[config.mk]
export PLATFORM = sky130hd
export DESIGN_NAME = arrow_input_queue
export DESIGN_NICKNAME = d
export VERILOG_FILES = /design/src/rtl/snake_pkg.sv /design/src/rtl/button_debouncer.sv /design/src/rtl/arrow_input_queue.sv
export SDC_FILE = /design/constraint.sdc
export NUM_CORES = 1
export LEC_CHECK = 0
export BUFFER_PORTS_ARGS = -buffer_cell sky130_fd_sc_hd__buf_2
export CAP_MARGIN = 20
export CORE_MARGIN = 5
export CORE_UTILIZATION = 35
export DETAILED_ROUTE_END_ITERATION = 7
export GPL_TIMING_DRIVEN = 0
export PLACE_DENSITY = 0.58
export SLEW_MARGIN = 20
export SYNTH_ARGS = -nofsm -noshare
export SYNTH_HDL_FRONTEND = slang
export SYNTH_HIERARCHICAL = 1
export SYNTH_SLANG_ARGS = --single-unit
[constraint.sdc]
create_clock -name clk -period 3.5 [get_ports clk]
set_input_delay 0.525 -clock clk [delete_from_list [all_inputs] [get_ports clk]]
set_output_delay 0.525 -clock clk [all_outputs]
set_load 0.01 [all_outputs]
[src/rtl/snake_pkg.sv]
// Shared definitions for the snake game: direction encoding, reset heading,
// turn request payload and the reversal helper.
package snake_pkg;

  localparam int unsigned DIR_W   = 2;
  localparam int unsigned SEED_W  = 26;
  localparam int unsigned NUM_BTN = 4;

  typedef enum logic [DIR_W-1:0] {
    DIR_UP    = 2'd0,
    DIR_DOWN  = 2'd1,
    DIR_LEFT  = 2'd2,
    DIR_RIGHT = 2'd3
  } dir_t;

  localparam dir_t RESET_HEADING = DIR_DOWN;

  // Winning press of a cycle after priority selection.
  typedef struct packed {
    logic valid;
    dir_t dir;
  } turn_req_t;

  // Up/down and left/right differ only in bit 0.
  function automatic dir_t dir_opposite(input dir_t d);
    return dir_t'(d ^ DIR_W'(1));
  endfunction

endpackage

[src/rtl/button_debouncer.sv]
// Conditions one raw button: 2-FF synchroniser, polarity normalisation,
// stable-count debounce and a single-cycle press pulse on a 0->1 level change.
// Ports:
//   clk, reset : clock, asynchronous active-low reset
//   raw        : raw button, asynchronous to clk
//   level      : debounced pressed state (active-high)
//   press      : 1-cycle pulse when level rises
module button_debouncer #(
  parameter int unsigned DEBOUNCE_CYCLES = 200_000,
  parameter logic        ACTIVE_LOW      = 1'b0
) (
  input  logic clk,
  input  logic reset,
  input  logic raw,
  output logic level,
  output logic press
);

  localparam int unsigned CNT_W = (DEBOUNCE_CYCLES > 1) ? $clog2(DEBOUNCE_CYCLES) : 1;
  localparam logic [CNT_W-1:0] CNT_MAX = CNT_W'(DEBOUNCE_CYCLES - 1);

  logic             sync1;
  logic             sync2;
  logic [CNT_W-1:0] cnt;
  logic             pressed_c;

  assign pressed_c = sync2 ^ ACTIVE_LOW;

  // Synchroniser resets to the idle raw level so reset never looks like a press.
  always_ff @(posedge clk or negedge reset) begin
    if (!reset) begin
      sync1 <= ACTIVE_LOW;
      sync2 <= ACTIVE_LOW;
      cnt   <= '0;
      level <= 1'b0;
      press <= 1'b0;
    end else begin
      sync1 <= raw;
      sync2 <= sync1;
      press <= 1'b0;
      if (pressed_c != level) begin
        if (cnt == CNT_MAX) begin
          level <= pressed_c;
          press <= pressed_c;
          cnt   <= '0;
        end else begin
          cnt <= cnt + CNT_W'(1);
        end
      end else begin
        cnt <= '0;
      end
    end
  end

endmodule

[src/rtl/arrow_input_queue.sv]
// Arrow-button front end for the snake core: debounces four buttons, picks one
// press per cycle, rejects same-direction and reversal turns, queues legal
// turns for the game tick and mixes press timing into an apple-placement seed.
// Ports:
//   clk, reset           : clock, asynchronous active-low reset
//   arrow_up/down/left/right : raw buttons
//   dir, dir_valid       : queue head (or current heading when empty), queue non-empty
//   dir_ready            : game tick consumes the head
//   overflow             : 1-cycle pulse when a legal turn is dropped on a full queue
//   seed                 : entropy word
//   btn_level            : debounced pressed state {right, left, down, up}
module arrow_input_queue
  import snake_pkg::*;
#(
  parameter int unsigned          DEBOUNCE_CYCLES = 200_000,
  parameter int unsigned          QUEUE_DEPTH     = 2,
  parameter logic [NUM_BTN-1:0]   ACTIVE_LOW_MASK = 4'b0011
) (
  input  logic               clk,
  input  logic               reset,
  input  logic               arrow_up,
  input  logic               arrow_down,
  input  logic               arrow_left,
  input  logic               arrow_right,
  output logic [DIR_W-1:0]   dir,
  output logic               dir_valid,
  input  logic               dir_ready,
  output logic               overflow,
  output logic [SEED_W-1:0]  seed,
  output logic [NUM_BTN-1:0] btn_level
);

  localparam int unsigned PTR_W = (QUEUE_DEPTH > 1) ? $clog2(QUEUE_DEPTH) : 1;
  localparam int unsigned CNT_W = $clog2(QUEUE_DEPTH + 1);

  logic [NUM_BTN-1:0] raw;
  logic [NUM_BTN-1:0] press;
  turn_req_t          req_c;

  dir_t              mem   [QUEUE_DEPTH];
  dir_t              mem_n [QUEUE_DEPTH];
  logic [PTR_W-1:0]  rd_ptr, rd_ptr_n;
  logic [PTR_W-1:0]  wr_ptr, wr_ptr_n;
  logic [PTR_W-1:0]  tail_ptr_c;
  logic [CNT_W-1:0]  count, count_n;
  dir_t              heading, heading_n;
  dir_t              ref_c;
  dir_t              dir_n;
  logic              legal_c, pop_c, push_c, ovf_c;
  logic [SEED_W-1:0] ctr;
  logic [SEED_W-1:0] mixed_c, seed_n;

  function automatic logic [PTR_W-1:0] ptr_inc(input logic [PTR_W-1:0] p);
    return (p == PTR_W'(QUEUE_DEPTH - 1)) ? '0 : p + PTR_W'(1);
  endfunction

  assign raw = {arrow_right, arrow_left, arrow_down, arrow_up};

  // One conditioner per button.
  for (genvar g = 0; g < NUM_BTN; g++) begin : g_btn
    button_debouncer #(
      .DEBOUNCE_CYCLES (DEBOUNCE_CYCLES),
      .ACTIVE_LOW      (ACTIVE_LOW_MASK[g])
    ) u_deb (
      .clk   (clk),
      .reset (reset),
      .raw   (raw[g]),
      .level (btn_level[g]),
      .press (press[g])
    );
  end

  // Priority select: lowest index (up) wins, others are discarded.
  always_comb begin
    req_c = '{valid: 1'b0, dir: DIR_UP};
    for (int i = int'(NUM_BTN) - 1; i >= 0; i--) begin
      if (press[i]) begin
        req_c.valid = 1'b1;
        req_c.dir   = dir_t'(DIR_W'(i));
      end
    end
  end

  assign tail_ptr_c = (wr_ptr == '0) ? PTR_W'(QUEUE_DEPTH - 1) : wr_ptr - PTR_W'(1);

  // Turn filter, FIFO next state and seed mixing.
  always_comb begin
    mem_n     = mem;
    rd_ptr_n  = rd_ptr;
    wr_ptr_n  = wr_ptr;
    heading_n = heading;
    seed_n    = seed;
    mixed_c   = seed ^ ctr;

    pop_c   = (count != '0) && dir_ready;
    // Filter against the newest pending turn so queued double-taps chain correctly.
    ref_c   = (count != '0) ? mem[tail_ptr_c] : heading;
    legal_c = req_c.valid && (req_c.dir != ref_c) && (req_c.dir != dir_opposite(ref_c));
    // A same-cycle pop frees the slot before the push.
    push_c  = legal_c && ((count != CNT_W'(QUEUE_DEPTH)) || pop_c);
    ovf_c   = legal_c && !push_c;

    if (pop_c) begin
      heading_n = mem[rd_ptr];
      rd_ptr_n  = ptr_inc(rd_ptr);
    end
    if (push_c) begin
      mem_n[wr_ptr] = req_c.dir;
      wr_ptr_n      = ptr_inc(wr_ptr);
    end
    count_n = count + CNT_W'(push_c) - CNT_W'(pop_c);
    dir_n   = (count_n != '0) ? mem_n[rd_ptr_n] : heading_n;

    // Every press, legal or not, contributes timing entropy; zero is not a usable seed.
    if (|press) begin
      seed_n = (mixed_c == '0) ? SEED_W'(1) : mixed_c;
    end
  end

  always_ff @(posedge clk or negedge reset) begin
    if (!reset) begin
      for (int i = 0; i < QUEUE_DEPTH; i++) begin
        mem[i] <= DIR_UP;
      end
      rd_ptr    <= '0;
      wr_ptr    <= '0;
      count     <= '0;
      heading   <= RESET_HEADING;
      dir       <= RESET_HEADING;
      dir_valid <= 1'b0;
      overflow  <= 1'b0;
      seed      <= SEED_W'(1);
      ctr       <= '0;
    end else begin
      mem       <= mem_n;
      rd_ptr    <= rd_ptr_n;
      wr_ptr    <= wr_ptr_n;
      count     <= count_n;
      heading   <= heading_n;
      dir       <= dir_n;
      dir_valid <= (count_n != '0);
      overflow  <= ovf_c;
      seed      <= seed_n;
      ctr       <= ctr + SEED_W'(1);
    end
  end

endmodule
==> run_results.csv <==
group,metric,value,unit
critical_path,worstPathRequired,3.86,ns
cells_and_area,drive_above_1_share,0.173,
floorplanning,dieArea,24300,µm²
grt,grt_max_degree,79,
clocking,cts_max_path_buffers,2,
clocking,numCtsBuffers,17,
timing,maxSlewViolCount,0,
cells_and_area,finalNonFillerCells,1042,
floorplanning,start_util,0.355,
place,port_buffers,40,
clocking,path_clk_slew,0.07,ns
timing,tightest_slew,0.711,ns
pwr,vdd_drop_max,0.000294,V
timing,timing.fmax,0.314,GHz
logic_synthesis,ys.flop_type,"dfrtp_1",
place,gp_congestion,0.812,
drt,wl,14500,µm
drt,ant_nets,0,
floorplanning,die_h,156,µm
clocking,cts-root-buf,"clkbuf_16",
timing,rsz0062_at_grt,"false",
drt,wire_per_inst,13.9,µm
logic_synthesis,syn_nets,706,
timing,fin_skew,0.0130,ns
critical_path,reg2reg_from,"wr_ptr",
cells_and_area,areaGrowthSynthToFinish,16.1,%
min_path,hp-start,"arrow_down",
critical_path,arrival,3.55,ns
drt,route.detailed.drc,0,
logic_synthesis,yosysSeqAreaShare,0.519,
critical_path,path_class,"register to register",
logic_synthesis,synthArstFlopShare,1.00,
cells_and_area,n_antenna_cell,0,
drt,wl_met1,7140,µm
floorplanning,row_count,53,
critical_path,cp-startpoint,"wr_ptr",
place,placedCellCount,1009,
drt,drtPass1Iterations,4,
status,run_status,"completed",
timing,period_minus_slack,3.18,ns
floorplanning,die_w,156,µm
drt,wl_met2,6660,µm
cells_and_area,final_nets,768,
min_path,min_path_type,"input pin to register",
grt,grt_use_total,0.127,
grt,antenna_found_initial,0,
logic_synthesis,yosysUniqueCellTypes,55,
logic_synthesis,synth_edf_count,0,
cells_and_area,final_util,0.412,
pwr,p_per_area,460,nW/µm²
drt,drt-initial-drc-count,284,
critical_path,critPathMaxFanout,7,
critical_path,cp-end-kind,"register",
grt,grt_pass1_wl,25400,µm
timing,min_period_over_period,0.910,
pwr,leakage,3.69,nW
timing,setup-tns-final,0,ns
clocking,clkSinkCount,154,
timing,setup-violations-final,0,
timing,whs,0.205,ns
logic_synthesis,ys_ff_latch,154,
floorplanning,core,21000,µm²
clocking,cts_tree,"built",
logic_synthesis,syn_avg_cell_area,10.7,µm²
critical_path,cp-start-kind,"register",
timing,relSlewSlack,0.525,
clocking,cts_resized,0,
grt,grt_pass1_vias,5040,
logic_synthesis,syn_inst,692,
flow_run,max_cap_violations,0,
drt,top_layer,"met4",
place,dp.final_hpwl,10100,µm
drt,vias,5041,
logic_synthesis,yosysWarnings,6,
floorplanning,io_pins,41,
timing,hold_viol,0,
clocking,clk_latency,0.42,ns
grt,grt_overflow,0,
clocking,h-tree-depth,4,
logic_synthesis,synth_area,7440,µm²
drt,wl_met3,522,µm
drt,via_per_inst,4.84,
flip-flops by register name (all words and copies together), names as in the netlist:
name and count:
count 2, ctr 26, dir 2, dir_valid 1, g_btn.u_deb/cnt 72, g_btn.u_deb/level 4, g_btn.u_deb/press 4, g_btn.u_deb/pressed_c 2
g_btn.u_deb/sync1 4, g_btn.u_deb/sync2 2, heading 2, mem 4, overflow 1, rd_ptr 1, seed 26, wr_ptr 1
cell type report:
class	instances	area, µm²
fill	2099	12300
sequential	154	3860
multi-input combinational	510	3450
clock buffer	19	443
tap	275	344
timing repair buffer	43	275
clock inverter	13	135
buffer	12	67.6
inverter	16	60.1
per-stage QoR:
stage	power (mW)	instance area [µm²]	setup slack [ns]
2_1_floorplan	2.10	7440	0.597
3_3_place_gp	2.21	7980	-0.512
3_5_place_dp	2.22	8050	0.298
4_1_cts	4.04	8640	0.288
5_1_grt	4.14	8640	0.0895
6_report	3.97	8640	0.315
cells in the mapped netlist (all sizes together), types with 3 or more instances:
library cell | instances | area, µm²
or2 | 3 | 23.8
mux2i | 4 | 52.6
nor3 | 24 | 120
clkbuf | 8 | 30.0
buf | 4 | 37.5
nor2 | 93 | 377
dfstp | 7 | 184
xor2 | 34 | 298
dfrtp | 147 | 3680
o21ai | 15 | 82.6
nand3 | 33 | 215
nor4b | 4 | 47.6
or3 | 5 | 41.3
inv | 16 | 60.1
nor4 | 29 | 224
mux2 | 6 | 75.1
ha | 7 | 87.6
o31ai | 5 | 65.1
nand2 | 69 | 259
nand4 | 38 | 250
xnor2 | 108 | 946
and3 | 8 | 50.1
placed cells by master (no fill, tap or decap), types with 3 or more instances in the layout:
master,n
dfstp_2,7
ha_1,7
o21ai_0,10
nor2_2,11
nor4_1,25
nor2_1,82
nor3_1,24
nand2_1,69
o31ai_1,3
mux2i_1,3
dfrtp_1,147
buf_2,39
o21ai_1,3
clkinv_4,4
nand4_1,36
or3_1,3
nand3_1,29
clkbuf_16,17
xnor2_1,108
clkbuf_1,9
nand3_4,4
xor2_1,34
inv_6,5
inv_1,16
and3_1,8
per-layer routing:
layer | global-route usage | up-vias
met2 | 0.197 | 64
met3 | 0.0316 | 13
met4 | 0.0388 | 0
met5 | 0 | -
met1 | 0.177 | 2457
li1 | - | 2507
cells by family (layout without fill, tap and decap cells):
kind of cell               after synthesis  after routing  synth area share
buffers and inverters                   28            103            0.0172
and+or+nand+nor                        321            321             0.235
DFF                                    154            154             0.519
muxes                                   10             10            0.0172
xor gates and xnor gates               142            142             0.167
AOI/OAI and AO/OA                       30             30            0.0328
adders and majority gates                7              7            0.0118
what timing repair did:
| action | CTS | global route |
|---|---|---|
| setup buffers | 0 | 0 |
| hold buffers | 1 | 0 |
| endpoints found under the hold margin | 27 | 0 |
worst paths after layout:
check / to / slack (ns) / cells past startpoint
worst max-delay path: dir[0] / 0.32 / 13
worst min-delay path: g_btn[1].u_deb/sync1 / 0.20 / 1
worst max register to register: dir[0] / 0.32 / 13
worst min register to register: g_btn[2].u_deb/pressed_c / 0.35 / 0
max in group asynchronous: seed[0] / 1.99 / 4
min in group asynchronous: g_btn[3].u_deb/cnt[0] / 0.54 / 2
power by group:
group | switching [mW] | internal, mW
combinational | 0.177 | 0.108
clock | 0.775 | 1.02
sequential | 0.0499 | 1.84
critical path: stages (launching register included):
cell and delay [ns]:
dfrtp_1 0.46, mux2_4 0.33, mux2i_4 0.18, mux2_4 0.36
or2_2 0.30, ha_1 0.28, inv_1 0.04, ha_1 0.18
xnor2_1 0.13, xnor2_1 0.14, nor2_1 0.23, inv_1 0.14
a41oi_2 0.19, o31a_1 0.17
Power figures use the tool's default switching activity.
